### src/rtl/stopwatch_pkg.sv
// stopwatch_pkg
// Shared definitions for the stopwatch control slice: time-word and BCD digit
// widths, the lap counter saturation value, the FSM state encodings and the
// single-digit BCD increment helper.
package stopwatch_pkg;

  localparam int TIME_W  = 36;
  localparam int DIGIT_W = 4;
  localparam int LAP_MAX = 9;

  typedef logic [1:0] state_t;

  localparam state_t ST_IDLE    = 2'b00;
  localparam state_t ST_RUN     = 2'b01;
  localparam state_t ST_PAUSE   = 2'b10;
  localparam state_t ST_LAPVIEW = 2'b11;

  // One BCD digit step: 9 wraps to 0, anything else counts up by one.
  function automatic logic [DIGIT_W-1:0] bcd_inc(input logic [DIGIT_W-1:0] d);
    return (d == 4'd9) ? 4'd0 : d + 4'd1;
  endfunction

endpackage

### src/rtl/lap_register.sv
// lap_register
// Holds the most recently captured lap time and a saturating BCD lap count.
// Ports:
//   clk_i, reset       : clock and asynchronous active-high reset
//   load_i             : capture time_i and bump the lap count
//   clear_i            : zero both the lap time and the lap count
//   time_i             : live BCD time from the counter
//   lap_time_o         : last captured lap time
//   lap_cnt_o          : BCD lap count, 0..LAP_MAX
module lap_register
  import stopwatch_pkg::*;
#(
  parameter int TIME_W  = stopwatch_pkg::TIME_W,
  parameter int LAP_MAX = stopwatch_pkg::LAP_MAX
) (
  input  logic               clk_i,
  input  logic               reset,
  input  logic               load_i,
  input  logic               clear_i,
  input  logic [TIME_W-1:0]  time_i,
  output logic [TIME_W-1:0]  lap_time_o,
  output logic [DIGIT_W-1:0] lap_cnt_o
);

  localparam logic [DIGIT_W-1:0] LapMax = DIGIT_W'(LAP_MAX);

  logic [TIME_W-1:0]  lap_time_q, lap_time_d;
  logic [DIGIT_W-1:0] lap_cnt_q,  lap_cnt_d;

  // Clear wins over load. Once the count reaches LapMax a lap still
  // refreshes the captured time but the count holds.
  always_comb begin
    lap_time_d = lap_time_q;
    lap_cnt_d  = lap_cnt_q;
    if (clear_i) begin
      lap_time_d = '0;
      lap_cnt_d  = '0;
    end else if (load_i) begin
      lap_time_d = time_i;
      if (lap_cnt_q < LapMax) begin
        lap_cnt_d = bcd_inc(lap_cnt_q);
      end
    end
  end

  always_ff @(posedge clk_i or posedge reset) begin
    if (reset) begin
      lap_time_q <= '0;
      lap_cnt_q  <= '0;
    end else begin
      lap_time_q <= lap_time_d;
      lap_cnt_q  <= lap_cnt_d;
    end
  end

  assign lap_time_o = lap_time_q;
  assign lap_cnt_o  = lap_cnt_q;

endmodule

### src/rtl/stopwatch_ctrl.sv
// stopwatch_ctrl
// Control FSM for the BCD stopwatch. Converts clean one-cycle button pulses
// into run-enable and clear controls for the time counter, captures lap times
// and selects live or lap time for the display.
// Ports:
//   clk_i, reset                    : clock and asynchronous active-high reset
//   start_i, stop_i, lap_i, clear_i : debounced single-cycle pulses
//   time_i                          : live BCD time from the counter
//   run_o                           : counter enable level
//   count_clr_o                     : one-cycle clear strobe to the counter
//   lap_time_o, lap_cnt_o           : last lap time and BCD lap count
//   show_lap_o                      : display select, 1 = lap time
//   state_o                         : current FSM state for debug/LEDs
module stopwatch_ctrl
  import stopwatch_pkg::*;
#(
  parameter int TIME_W  = stopwatch_pkg::TIME_W,
  parameter int LAP_MAX = stopwatch_pkg::LAP_MAX
) (
  input  logic              clk_i,
  input  logic              reset,
  input  logic              start_i,
  input  logic              stop_i,
  input  logic              lap_i,
  input  logic              clear_i,
  input  logic [TIME_W-1:0] time_i,
  output logic              run_o,
  output logic              count_clr_o,
  output logic [TIME_W-1:0] lap_time_o,
  output logic [3:0]        lap_cnt_o,
  output logic              show_lap_o,
  output logic [1:0]        state_o
);

  state_t state_q, state_d;
  logic   run_q, show_lap_q, clr_q, clr_d;
  logic   lap_load, lap_clear;

  // Next-state logic. Each state only looks at the pulses that are legal in
  // it, tested in stop > lap > start > clear order, so a simultaneous pulse
  // that is illegal here can never mask a legal lower-priority one.
  always_comb begin
    state_d   = state_q;
    clr_d     = 1'b0;
    lap_load  = 1'b0;
    lap_clear = 1'b0;
    case (state_q)
      ST_IDLE: begin
        if (start_i) begin
          state_d = ST_RUN;
        end else if (clear_i) begin
          clr_d     = 1'b1;
          lap_clear = 1'b1;
        end
      end
      ST_RUN: begin
        if (stop_i) begin
          state_d = ST_PAUSE;
        end else if (lap_i) begin
          state_d  = ST_LAPVIEW;
          lap_load = 1'b1;
        end
      end
      ST_LAPVIEW: begin
        if (stop_i) begin
          state_d = ST_PAUSE;
        end else if (lap_i) begin
          lap_load = 1'b1;
        end else if (start_i) begin
          state_d = ST_RUN;
        end
      end
      default: begin
        if (start_i) begin
          state_d = ST_RUN;
        end else if (clear_i) begin
          state_d   = ST_IDLE;
          clr_d     = 1'b1;
          lap_clear = 1'b1;
        end
      end
    endcase
  end

  // Outputs are decoded from the next state and registered, so they line up
  // with state_o one cycle after the pulse. Reset drops run and show-lap at
  // once and never raises the clear strobe.
  always_ff @(posedge clk_i or posedge reset) begin
    if (reset) begin
      state_q    <= ST_IDLE;
      run_q      <= 1'b0;
      show_lap_q <= 1'b0;
      clr_q      <= 1'b0;
    end else begin
      state_q    <= state_d;
      run_q      <= (state_d == ST_RUN) || (state_d == ST_LAPVIEW);
      show_lap_q <= (state_d == ST_LAPVIEW);
      clr_q      <= clr_d;
    end
  end

  lap_register #(
    .TIME_W (TIME_W),
    .LAP_MAX(LAP_MAX)
  ) u_lap_register (
    .clk_i     (clk_i),
    .reset     (reset),
    .load_i    (lap_load),
    .clear_i   (lap_clear),
    .time_i    (time_i),
    .lap_time_o(lap_time_o),
    .lap_cnt_o (lap_cnt_o)
  );

  assign run_o       = run_q;
  assign show_lap_o  = show_lap_q;
  assign count_clr_o = clr_q;
  assign state_o     = state_q;

endmodule

### config.mk
export PLATFORM = sky130hd
export DESIGN_NAME = stopwatch_ctrl
export DESIGN_NICKNAME = d
export VERILOG_FILES = /design/src/rtl/stopwatch_pkg.sv /design/src/rtl/lap_register.sv /design/src/rtl/stopwatch_ctrl.sv
export SDC_FILE = /design/constraint.sdc
export NUM_CORES = 1
export LEC_CHECK = 0
export CORE_UTILIZATION = 39
export DETAILED_ROUTE_END_ITERATION = 12
export GPL_ROUTABILITY_DRIVEN = 0
export PLACE_DENSITY = 0.88
export SLEW_MARGIN = 5
export SYNTH_ARGS = -nofsm -noshare
export SYNTH_HDL_FRONTEND = slang
export SYNTH_SLANG_ARGS = --single-unit
### constraint.sdc
create_clock -name clk_i -period 1.7 [get_ports clk_i]
set_input_delay 0.17 -clock clk_i [delete_from_list [all_inputs] [get_ports clk_i]]
set_output_delay 0.17 -clock clk_i [all_outputs]
set_load 0.1 [all_outputs]
==> flow_summary_export.csv <==
group,metric,value,unit
clocking,cts_hold_buf,0,
timing,relSlewSlack,44.32,%
die,io_pins,87,
clocking,cts_buffers,5,
detailed_routing,vias,1323,
pwr,power.density,1686,nW/um2
pwr,power.leakage,1.298,nW
worst_setup_path,cp.arrival,1.87,ns
synth,syn_avg_cell_area,14.55,um2
finish,diodes,0,
timing,timing.hold.ws,0.2413,ns
synth,syn_nets,160,
pwr,power,0.004497,W
flow_run,cap_violations,0,
synth,synthXorXnorAreaFrac,0,%
detailed_routing,viasPerCell,5.088,
worst_setup_path,cp.required,1.92,ns
worst_setup_path,start_kind,"flip-flop",
timing,worst_pin_slew,0.8332,ns
synth,syn_area,1717,um2
global_routing,overflow,0,
placement,dp_cells,253,
die,die_h,68.35,um
timing,maxSlewViolCount,0,
clocking,cts_setup_buffers,0,
clocking,cts_resized,0,
timing,rsz0062_at_grt,"true",
synth,synthAdderAreaFrac,0,%
clocking,ctsLongestPathBuffers,2,
synth,synth_top_family_by_area,"compound AO/OA/AOI/OAI gates",
worst_setup_path,max_stage_delay,0.65,ns
global_routing,grt_antenna_before_repair,0,
timing,fin_skew,0.002380,ns
placement,hpwlAfterDp,2804,um
pwr,vdd_drop_max,0.7658,mV
die,start_util,41.71,%
placement,numPortBuffers,86,
global_routing,grt_max_degree,46,
clocking,cts-root-buf,"clkbuf_8",
worst_setup_path,critPathTopFamily,"simple AND/OR/NAND/NOR gates",
timing,tns,0,ns
worst_setup_path,endpoint_kind,"flip-flop",
detailed_routing,drt_iter0_drc,71,
clocking,clock_latency,0.29,ns
synth,synth_simple_gate_area_share,5.831,%
detailed_routing,wl_per_cell,15.02,um
detailed_routing,first_pass_iters,4,
worst_setup_path,crit_chain,"and3b_1 > nor2_4 > a22o_1",
timing,fmax,607.4,MHz
synth,synth_warnings,0,
die,floorplan.die_area,4671,um2
synth,synth_cell_types,23,
die,die_w,68.35,um
synth,yosys_register_bits,45,
worst_setup_path,crit_type,"flip-flop to flip-flop",
detailed_routing,drtAntennaViolNets,0,
timing,finalCritPeriodShare,96.84,%
synth,yosysSeqAreaShare,65.60,%
die,core,4115,um2
worst_setup_path,cp_num_buf_inv,0,
synth,synth_compound_gate_area_share,22.45,%
clocking,clk_pin_slew,0.07,ns
synth,synthMuxAreaShare,0.6560,%
detailed_routing,drc,0,
clocking,cts_tree,"yes",
finish,fin_area,2668,um2
hold_path,min_path_type,"input pin to async pin",
finish,nets,252,
timing,finalWorstPathRequiredPeriod,1.646,ns
outcome,status,"completed",
clocking,h-tree-depth,2,
die,rows,23,
global_routing,grt_first_pass_wirelength,5885,um
timing,finalHoldViolations,0,
finish,drive_gt1_share,30.95,%
global_routing,grt_usage,17.41,%
finish,area_delta_synth_final,55.39,%
detailed_routing,wirelength,3906,um
finish,instances_no_fill,260,
timing,setup_viol,0,
placement,placed_cell_area,2581,um2
worst_setup_path,worst_path_max_delay_cell,"nor2_4",
clocking,cts_sinks,45,
worst_setup_path,path_max_fanout,36,
global_routing,grt_pass1_vias,1278,
synth,syn_inst,118,
-- tightest hold or removal path, cell delays in order --
cell             delay, ns
clkdlybuf4s50_1       0.42
inv_2                 0.07
buf_12                0.24
-- flip-flops by register name, indices dropped and copies added, names as in the netlist --
register,cells
state_o,2
run_o,1
show_lap_o,1
u_lap_register.lap_time_o,36
u_lap_register.lap_cnt_o,4
count_clr_o,1
-- cell usage after synthesis, drive strengths merged --
cell type / instances / area [um2]
o31ai: 1 / 7.510
a21oi: 3 / 15.01
nand2: 1 / 3.750
nand2b: 2 / 12.51
nand3b: 1 / 7.510
o21ai: 3 / 15.01
a21boi: 1 / 7.510
or3: 1 / 6.260
nor2: 4 / 22.52
inv: 2 / 7.510
buf: 7 / 78.83
clkbuf: 2 / 7.510
a41oi: 1 / 8.760
dfrtp: 45 / 1126
a221oi: 1 / 8.760
nor2b: 2 / 12.51
and3b: 1 / 8.760
nor3b: 1 / 18.77
o211ai: 1 / 7.510
mux2: 1 / 11.26
a22o: 36 / 315.3
and2b: 1 / 7.510
-- through the flow --
stage | util (%) | setup WS (ns)
after global routing | 64.82 | -0.03877
after detailed placement | 62.72 | -0.2206
final | 64.82 | 0.05369
after floorplan | - | -0.0001094
after global placement | 62.72 | -0.1160
after CTS | 64.82 | 0.005802
-- cells by family after synthesis --
logic type	Yosys count
AOI/OAI and AO/OA	47
muxes	1
DFF	45
buffers and inverters	11
and+or+nand+nor	14
-- placed cells by master (no fill, tap or decap), types with 2 or more instances in the layout --
cell             synthesis  layout
dfrtp_1                 45      43
buf_4                    0      47
nand2b_1                 2       2
clkbuf_8                 0       6
nor2_1                   3       3
buf_12                   0       6
nor2b_1                  2       2
o21ai_0                  3       3
clkdlybuf4s50_1          0      41
a22o_1                  36      36
a21oi_1                  3       3
-- area by class of cell --
type,instances,area [um2]
Fill cell,334,1448
Sequential cell,45,1131
Timing Repair Buffer,94,883.3
Tap cell,50,62.56
Clock buffer,7,86.33
Multi-Input combinational cell,62,496.7
Inverter,2,7.507
-- path summary, 6_finish.rpt --
check | start | end | slack (ns) | depth (start not counted)
max | state_o[0] | u_lap_register.lap_time_o[18] | 0.05 | 3
min | reset | u_lap_register.lap_time_o[5] | 0.24 | 3
max reg2reg | state_o[0] | u_lap_register.lap_time_o[18] | 0.05 | 3
min reg2reg | u_lap_register.lap_time_o[7] | u_lap_register.lap_time_o[7] | 0.50 | 1
max in group asynchronous | reset | state_o[0] | 1.24 | 3
min in group clk_i | time_i[1] | u_lap_register.lap_time_o[1] | 0.49 | 2
-- metal layers --
metal,global-route usage (%),up-vias,part of all wire (%)
met5,0,-,0
li1,-,624,-
met3,5.167,7,8.2
met4,6.250,0,1.3
met2,29.66,54,48
met1,20.64,638,42
-- power by group --
group          total [W]  leakage [nW]  switching (W)  internal (W)
clock           0.000634        0.0443       0.000311      0.000322
sequential       0.00143         0.576       0.000153       0.00128
combinational    0.00243         0.678        0.00182      0.000605
total            0.00450          1.30        0.00229       0.00221
Note: power is estimated with default switching activity, not from simulation.
